$ cat config.mk
export PLATFORM = sky130hd
export DESIGN_NAME = fsk_frame_sequencer
export DESIGN_NICKNAME = d
export VERILOG_FILES = /design/src/rtl/fsk_frame_sequencer_pkg.sv /design/src/rtl/fsk_sym_timer.sv /design/src/rtl/fsk_frame_sequencer.sv
export SDC_FILE = /design/constraint.sdc
export NUM_CORES = 1
export LEC_CHECK = 0
export CAP_MARGIN = 20
export CELL_PAD_IN_SITES_DETAIL_PLACEMENT = 2
export CELL_PAD_IN_SITES_GLOBAL_PLACEMENT = 2
export CORE_ASPECT_RATIO = 1.4
export CORE_MARGIN = 3
export CORE_UTILIZATION = 30
export CTS_BUF_LIST = sky130_fd_sc_hd__clkbuf_16
export DETAILED_ROUTE_END_ITERATION = 8
export PLACE_DENSITY_LB_ADDON = 0.1
export SYNTH_ARGS = -nofsm -noshare
export SYNTH_HDL_FRONTEND = slang
export SYNTH_HIERARCHICAL = 1
export SYNTH_SLANG_ARGS = --single-unit
$ cat constraint.sdc
create_clock -name clk -period 5.2 [get_ports clk]
set_input_delay 1.04 -clock clk [delete_from_list [all_inputs] [get_ports clk]]
set_output_delay 1.04 -clock clk [all_outputs]
set_load 0.05 [all_outputs]
$ cat src/rtl/fsk_frame_sequencer_pkg.sv
// Shared definitions for the FSK modulation control blocks.
// Provides the sequencer state encoding and the frame-shape constants
// (symbol count, start/stop bit levels, minimum symbol length, divider width).
package fsk_frame_sequencer_pkg;

  typedef enum logic {
    ST_IDLE = 1'b0,
    ST_SYM  = 1'b1
  } fsk_state_e;

  localparam int   FRAME_SYMS = 10;
  localparam logic START_BIT  = 1'b0;
  localparam logic STOP_BIT   = 1'b1;
  localparam int   MIN_SYM    = 2;
  localparam int   DIV_W      = 9;

  localparam logic [3:0] LAST_SYM_IDX = 4'(FRAME_SYMS - 1);

endpackage

$ cat src/rtl/fsk_sym_timer.sv
// Symbol-length timer for the FSK frame sequencer.
// Counts 0..N-1 clock cycles per symbol, where N = max(sym_cycles, MIN_SYM)
// is captured on load. Strobes mark the first and last cycle of a symbol.
//
// Ports:
//   clk, rst     clock, synchronous active-high reset
//   load         capture sym_cycles and restart the count at 0
//   clear        return the count to 0 (length register kept)
//   run          advance the count; wraps to 0 after the last cycle
//   sym_cycles   requested symbol length in clock cycles
//   sym_first    count is on the first cycle of a symbol
//   sym_last     count is on the last cycle of a symbol
module fsk_sym_timer #(
  parameter int SYM_W = 16
) (
  input  logic             clk,
  input  logic             rst,
  input  logic             load,
  input  logic             clear,
  input  logic             run,
  input  logic [SYM_W-1:0] sym_cycles,
  output logic             sym_first,
  output logic             sym_last
);
  import fsk_frame_sequencer_pkg::*;

  logic [SYM_W-1:0] cnt_q;
  logic [SYM_W-1:0] last_q;
  logic [SYM_W-1:0] len_m1;

  // Clamp so every symbol has at least one cycle with the divider running.
  assign len_m1 = (sym_cycles < SYM_W'(MIN_SYM)) ? SYM_W'(MIN_SYM - 1)
                                                 : sym_cycles - SYM_W'(1);

  assign sym_first = (cnt_q == '0);
  assign sym_last  = (cnt_q == last_q);

  always_ff @(posedge clk) begin
    if (rst) begin
      cnt_q  <= '0;
      last_q <= '0;
    end else if (load) begin
      cnt_q  <= '0;
      last_q <= len_m1;
    end else if (clear) begin
      cnt_q <= '0;
    end else if (run) begin
      cnt_q <= sym_last ? '0 : cnt_q + SYM_W'(1);
    end
  end

endmodule

$ cat src/rtl/fsk_frame_sequencer.sv
// FSK frame sequencer: turns bytes into a UART-style symbol stream
// (start 0, 8 data bits LSB first, stop 1) for a load-to-511 toggle divider.
// Each symbol loads the divider with the mark or space tone on its first
// cycle and lets it free-run for the remaining N-1 cycles.
//
// Ports:
//   clk, rst      clock, synchronous active-high reset
//   in_valid      byte available
//   in_data       byte to transmit
//   in_ready      byte accepted when in_valid & in_ready
//   mark_load     divider load for a 1 bit
//   space_load    divider load for a 0 bit
//   sym_cycles    clock cycles per symbol (clamped to at least 2)
//   div_init      divider init (1 = load / hold)
//   div_cnt_ext   divider load value
//   tx_bit        logical bit being sent
//   busy          frame in progress
//   frame_done    one-cycle pulse after the stop symbol
//
// state   | meaning
// ST_IDLE | divider held in init with mark tone, waiting for a byte
// ST_SYM  | sending symbol idx_q of the current frame
module fsk_frame_sequencer #(
  parameter int DATA_W = 8,
  parameter int SYM_W  = 16,
  parameter int DIV_W  = 9
) (
  input  logic              clk,
  input  logic              rst,
  input  logic              in_valid,
  input  logic [DATA_W-1:0] in_data,
  output logic              in_ready,
  input  logic [DIV_W-1:0]  mark_load,
  input  logic [DIV_W-1:0]  space_load,
  input  logic [SYM_W-1:0]  sym_cycles,
  output logic              div_init,
  output logic [DIV_W-1:0]  div_cnt_ext,
  output logic              tx_bit,
  output logic              busy,
  output logic              frame_done
);
  import fsk_frame_sequencer_pkg::*;

  fsk_state_e        state_q, state_d;
  logic [3:0]        idx_q, idx_d;
  logic [DATA_W-1:0] sh_q, sh_d;
  logic [DIV_W-1:0]  mark_q, mark_d;
  logic [DIV_W-1:0]  space_q, space_d;
  logic              init_q, init_d;
  logic [DIV_W-1:0]  ext_q, ext_d;
  logic              tx_q, tx_d;
  logic              busy_q, busy_d;
  logic              done_q, done_d;
  logic              nxt_bit;

  logic sym_first, sym_last;
  logic t_load, t_clear, t_run;
  logic frame_end, accept;

  fsk_sym_timer #(.SYM_W(SYM_W)) u_timer (
    .clk        (clk),
    .rst        (rst),
    .load       (t_load),
    .clear      (t_clear),
    .run        (t_run),
    .sym_cycles (sym_cycles),
    .sym_first  (sym_first),
    .sym_last   (sym_last)
  );

  assign frame_end = (state_q == ST_SYM) && sym_last && (idx_q == LAST_SYM_IDX);
  // Ready depends only on registered state so the source can't form a loop.
  assign in_ready  = ~rst & ((state_q == ST_IDLE) | frame_end);
  assign accept    = in_valid & in_ready;

  always_comb begin
    state_d = state_q;
    idx_d   = idx_q;
    sh_d    = sh_q;
    mark_d  = mark_q;
    space_d = space_q;
    init_d  = init_q;
    ext_d   = ext_q;
    tx_d    = tx_q;
    busy_d  = busy_q;
    done_d  = 1'b0;
    t_load  = 1'b0;
    t_clear = 1'b0;
    t_run   = 1'b0;
    nxt_bit = STOP_BIT;

    case (state_q)
      ST_IDLE: begin
        init_d = 1'b1;
        ext_d  = mark_load;
        tx_d   = 1'b1;
        busy_d = 1'b0;
      end
      ST_SYM: begin
        t_run = 1'b1;
        if (sym_first) init_d = 1'b0;
        if (sym_last) begin
          if (idx_q == LAST_SYM_IDX) begin
            done_d  = 1'b1;
            state_d = ST_IDLE;
            t_clear = 1'b1;
            init_d  = 1'b1;
            ext_d   = mark_load;
            tx_d    = 1'b1;
            busy_d  = 1'b0;
          end else begin
            // Symbol idx_q+1: data bits come from the shifter, the last is stop.
            nxt_bit = (idx_q == LAST_SYM_IDX - 4'd1) ? STOP_BIT : sh_q[0];
            sh_d    = sh_q >> 1;
            idx_d   = idx_q + 4'd1;
            init_d  = 1'b1;
            ext_d   = nxt_bit ? mark_q : space_q;
            tx_d    = nxt_bit;
          end
        end
      end
      default: state_d = ST_IDLE;
    endcase

    // A new byte (from IDLE or on the last stop cycle) starts the start symbol
    // directly from the live inputs, which are also the snapshot values.
    if (accept) begin
      state_d = ST_SYM;
      idx_d   = 4'd0;
      sh_d    = in_data;
      mark_d  = mark_load;
      space_d = space_load;
      t_load  = 1'b1;
      t_clear = 1'b0;
      init_d  = 1'b1;
      ext_d   = START_BIT ? mark_load : space_load;
      tx_d    = START_BIT;
      busy_d  = 1'b1;
    end
  end

  always_ff @(posedge clk) begin
    if (rst) begin
      state_q <= ST_IDLE;
      idx_q   <= 4'd0;
      sh_q    <= '0;
      mark_q  <= '0;
      space_q <= '0;
      init_q  <= 1'b1;
      ext_q   <= '0;
      tx_q    <= 1'b1;
      busy_q  <= 1'b0;
      done_q  <= 1'b0;
    end else begin
      state_q <= state_d;
      idx_q   <= idx_d;
      sh_q    <= sh_d;
      mark_q  <= mark_d;
      space_q <= space_d;
      init_q  <= init_d;
      ext_q   <= ext_d;
      tx_q    <= tx_d;
      busy_q  <= busy_d;
      done_q  <= done_d;
    end
  end

  assign div_init    = init_q;
  assign div_cnt_ext = ext_q;
  assign tx_bit      = tx_q;
  assign busy        = busy_q;
  assign frame_done  = done_q;

endmodule

# Word level (Yosys, flattened, before mapping)

Cells that the tools add are included.
W data, S select, Z words.

Flip-flop bits (word level): 76
Input bits: 45
Word-level logic and storage cells: 72
Output and inout bits: 14

Reductions and logical operators: 10
Equality and inequality tests: 7
Add/subtract/negate cells: 3
Bitwise operators: 6
Muxes and demuxes: 33
Order comparisons: 1

Operator list:

| operator                | count |
|---|---|
| $mux W9                 | 4 |
| $mux W16                | 2 |
| $mux W8                 | 4 |
| $mux W1                 | 19 |
| $pmux W9 S2             | 1 |
| $add A16 B1 Y16 const B | 1 |
| $eq A16 B16 Y1          | 1 |
| $logic_not A16 Y1       | 1 |
| $lt A16 B2 Y1 const B   | 1 |
| $sub A16 B1 Y16 const B | 1 |
| $ne A3 B1 Y1 const B    | 3 |
| $eq A4 B4 Y1 const B    | 2 |
| $pmux W1 S2             | 3 |
| $reduce_and A3 Y1       | 2 |
| $add A4 B1 Y4 const B   | 1 |
| $reduce_bool A2 Y1      | 2 |
| $not A1 Y1              | 3 |
| $reduce_or A3 Y1        | 1 |
| $and A1 B1 Y1           | 2 |
| $logic_and A1 B1 Y1     | 2 |
| $ne A2 B2 Y1 const B    | 1 |
| $reduce_and A2 Y1       | 1 |
| $reduce_or A2 Y1        | 1 |
| $or A1 B1 Y1            | 1 |

# Longest topological paths before layout

Depth after elaboration: 8
Gate-level depth with buffers: 12

# Cells and area by module

The synthesis kept the hierarchy.

Modules (own cells, without submodules):

| module              | times used | area an instance (um^2) | sequential area each (um^2) | cells an instance |
|---|---|---|---|---|
| fsk_frame_sequencer | 1          | 1938.1                  | 880.8                       | 220 |
| fsk_sym_timer       | 1          | 1717.9                  | 640.6                       | 207 |

# Worst setup path after synthesis

No wires, ideal clock.

Kind: flip-flop to output port
Start point: reg u_timer.cnt_q[11]
End point: out in_ready
Cell stages (with the launch flop): 9
Setup slack: 1.817 ns
Path buffers: 1
Arrival time: 2.343 ns
Path through: dfxtp_1 clkbuf_1 xor2_1 nor4_1 nand4_1 inv_1 nand4b_1 and2_1 nor2_1

Cells in the longest elaborated chain, start to end: 5

RTL lines:

| item                              | line                      | source |
|---|---|---|
| from (decl)                       | fsk_sym_timer.sv:27       | `logic [SYM_W-1:0] cnt_q;` |
| from (signal assigned)            | fsk_sym_timer.sv:48       | `cnt_q <= sym_last ? '0 : cnt_q + SYM_W'(1);` |
| $eq A16 B16 Y1                    | fsk_sym_timer.sv:36       | `assign sym_last = (cnt_q == last_q);` |
| named net sym_last                | fsk_frame_sequencer.sv:56 | `logic sym_first, sym_last;` |
| $logic_and A1 B1 Y1 (2 in series) | fsk_frame_sequencer.sv:71 | `assign frame_end = (state_q == ST_SYM) && sym_last && (idx_q == LAST_SYM_IDX);` |
| $or A1 B1 Y1                      | fsk_frame_sequencer.sv:73 | `assign in_ready = ~rst & ((state_q == ST_IDLE) \| frame_end);` |
| $and A1 B1 Y1                     | fsk_frame_sequencer.sv:73 |  |
| to (decl)                         | fsk_frame_sequencer.sv:32 | `output logic in_ready,` |

The timed path passes the listed nets, and every way through them passes these cells.

# Final worst setup path

Ends and elaborated chain as after synthesis.

==> impl_metrics.json <==
{
  "status": "finished clean",
  "rr_endpoint": "u_timer/cnt_q[9]",
  "crit_family": "simple AND/OR/NAND/NOR gates",
  "syn-num-nets": 478,
  "antenna_cells": 0,
  "avgSynthCellArea_sq_um": 8.562,
  "most-common-layout-cells": "76 x dfxtp_1, 65 x nand2_1, 57 x clkdlybuf4s50_1, 34 x xor2_1, 33 x nor2_1",
  "endpoint_kind": "primary output",
  "max_freq_ghz": 0.2325,
  "crit_chain": "xor2_1 -> nor4_1 -> nand4_1 -> inv_1 -> nand4b_1 -> and2_1 -> nor2_1 -> clkdlybuf4s50_1",
  "synth_cell_types": 48,
  "grt_pass1_vias": 3535,
  "num_vias": 3292,
  "cap_violations": 0,
  "grt_max_degree": 34,
  "slowest_stage": "clkdlybuf4s50_1",
  "synthArstFlopShare_pct": 0,
  "wire_per_inst_um": 17.67,
  "layout-drive-gt1-share_pct": 5.749,
  "drc": 0,
  "cts.sinks": 76,
  "synthCells": 427,
  "hold_depth": 2,
  "root_buffer": "clkbuf_16",
  "setup_viol": 0,
  "cts.htree.levels": 3,
  "crit_buf_inv": 2,
  "maxSlewViolCount": 0,
  "ant_nets": 0,
  "whs_ps": 459.9,
  "grt_usage_pct": 17.21,
  "clkLatencyLatePin_ps": 340,
  "setup.worst_path.class": "reg -> out",
  "clkTransAtPathRegs_ps": 60,
  "required_ps": 4160,
  "cts_resized": 0,
  "min_to": "space_q[5]",
  "cts_setup_buffers": 0,
  "yosysSeqAreaShare_pct": 41.62,
  "initial_core_util_pct": 30.78,
  "rsz0062_at_grt": "no",
  "r2r_setup_slack_ps": 1850,
  "ys_warn_count": 6,
  "grt_remaining_overflow": 0,
  "grt_pass1_wl_um": 18420,
  "io_buffers": 58,
  "slowest_delay_ps": 820,
  "synth_flop_cell": "dfxtp_1",
  "cp_data_arrival_time_ps": 3260,
  "critPathLaunchType": "flop",
  "netlist_area_sq_um": 3656,
  "first_iter_violations": 75,
  "hp-start": "space_q[5]",
  "cts_tree": "built",
  "firstDrtPassIters": 4,
  "maxSlewHeadroom_pct": 46.77,
  "fin_setup_tns_ps": 0,
  "cts_buffers": 9,
  "finalNetCount": 533,
  "dieHeight_um": 136.6,
  "fin_crit_ps": 4301,
  "post-route-period-util_pct": 82.71,
  "dp_hpwl_um": 8040,
  "ir_worst_vdd_uv": 158.9,
  "drt-vias-per-instance": 5.192,
  "hold_class": "reg -> reg",
  "synth_edf_count": 0,
  "worst_pin_slew_ps": 792.3,
  "hold_viol": 0,
  "area_delta_synth_final_pct": 29.19,
  "power_density_nw_per_um2": 349.9,
  "ys_seq_elements": 76,
  "cellLeakagePower_nw": 1.838,
  "io_pins": 59,
  "die_w_um": 99.30,
  "die-area_sq_um": 13570,
  "core-area_sq_um": 11880,
  "holdBufCountCts": 0,
  "reg2reg_depth": 12,
  "antenna_found_initial": 0,
  "wirelength_um": 11200,
  "rr_startpoint": "u_timer/cnt_q[11]",
  "gp_congestion": 0.8097,
  "cts_buffer_depth": 2,
  "fin_skew_ps": 6.548,
  "path_max_fanout": 7,
  "n_fill_cell": 1325,
  "row_count": 47,
  "final_common_cell": "dfxtp_1"
}
where the power goes:
part / internal [W] / switching (W)
logic: 0.000106 / 0.000151
registers: 0.000615 / 0.0000231
clock network: 0.000512 / 0.000245
total: 0.00123 / 0.000419
state kept, by name, indices dropped and copies added (netlist names):
name and count:
sh_q 8, idx_q 4, div_init 1, frame_done 1, u_timer/last_q 16, state_q 1
space_q 9, busy 1, tx_bit 1, u_timer/cnt_q 16, div_cnt_ext 9, mark_q 9
final cells by class:
type                       count  area (sq um)  share of cell area (%)
multi-input combinational    317          1977                   41.85
sequential                    76          1521                   32.21
timing repair buffer          65         635.6                   13.46
clock buffer                   9         225.2                   4.768
tap                          147         183.9                   3.894
clock inverter                 7         131.4                   2.781
inverter                      13         48.80                   1.033
worst min-delay path, cell delays in order (launching register included):
cell and delay [ps]:
dfxtp_1 310, nand2_1 50, a21oi_1 50
stage by stage:
stage	total power, W	setup WS, ps	cell area, sq um	util [%]	instances
floorplan	0.0008041	1817	3656	-	427
global placement	0.0009041	1383	4344	36.57	616
detailed placement	0.0009099	1281	4344	36.57	616
CTS	0.001675	883.8	4701	39.57	632
global route	0.001729	531.2	4723	39.76	634
finish	0.001653	899.2	4723	39.76	634
how the worst max path moves through the flow:
stage	startpoint	end	slack (ps)	cells after the start
detailed placement	u_timer/cnt_q[11]	in_ready	1280	8
global route	u_timer/cnt_q[11]	in_ready	530	8
floorplan	u_timer/cnt_q[11]	in_ready	1820	8
global placement	u_timer/cnt_q[8]	in_ready	1380	8
finish	u_timer/cnt_q[11]	in_ready	900	8
CTS	u_timer/cnt_q[11]	in_ready	880	8
synthesized netlist by cell type, drive strengths merged, types with 2 or more instances:
master | instances | area (sq um)
nor4 | 7 | 43.79
a211oi | 9 | 67.56
nand4 | 8 | 50.05
o21bai | 9 | 67.56
nor2 | 33 | 123.9
dfxtp | 76 | 1521
o22ai | 9 | 56.30
and3 | 4 | 25.02
a31oi | 2 | 12.51
or3 | 3 | 18.77
xnor2 | 9 | 78.83
and2 | 4 | 27.53
nand2 | 65 | 244.0
buf | 10 | 67.56
nand3 | 6 | 30.03
mux2i | 16 | 160.2
a21oi | 29 | 148.9
ha | 6 | 75.07
nand3b | 3 | 22.52
a221oi | 8 | 70.07
nor2b | 5 | 31.28
xor2 | 34 | 297.8
clkbuf | 11 | 41.29
inv | 13 | 48.80
or4 | 6 | 52.55
and4 | 2 | 17.52
nand2b | 4 | 25.02
nor3 | 12 | 65.06
nand4b | 2 | 17.52
o21ai | 13 | 65.06
layer usage:
metal / track usage [%] / wire, um
met5: 0 / 0
met4: 5.011 / 129
met3: 3.060 / 361
met2: 33.15 / 6139
met1: 18.99 / 4571
cell families (layout without fill, tap and decap cells):
| logic type | count (synthesis) | in the layout | share of synthesized area, % |
|---|---|---|---|
| multiplexers | 16 | 16 | 4.380 |
| AO/OA/AOI/OAI | 86 | 86 | 15.16 |
| flip-flops | 76 | 76 | 41.62 |
| XOR/XNOR | 43 | 43 | 10.30 |
| buffers and inverters | 34 | 94 | 4.312 |
| adder cells (fa/ha/maj) | 6 | 6 | 2.053 |
| AND/OR/NAND/NOR | 166 | 166 | 22.18 |
(Power assumes the default switching activity.)
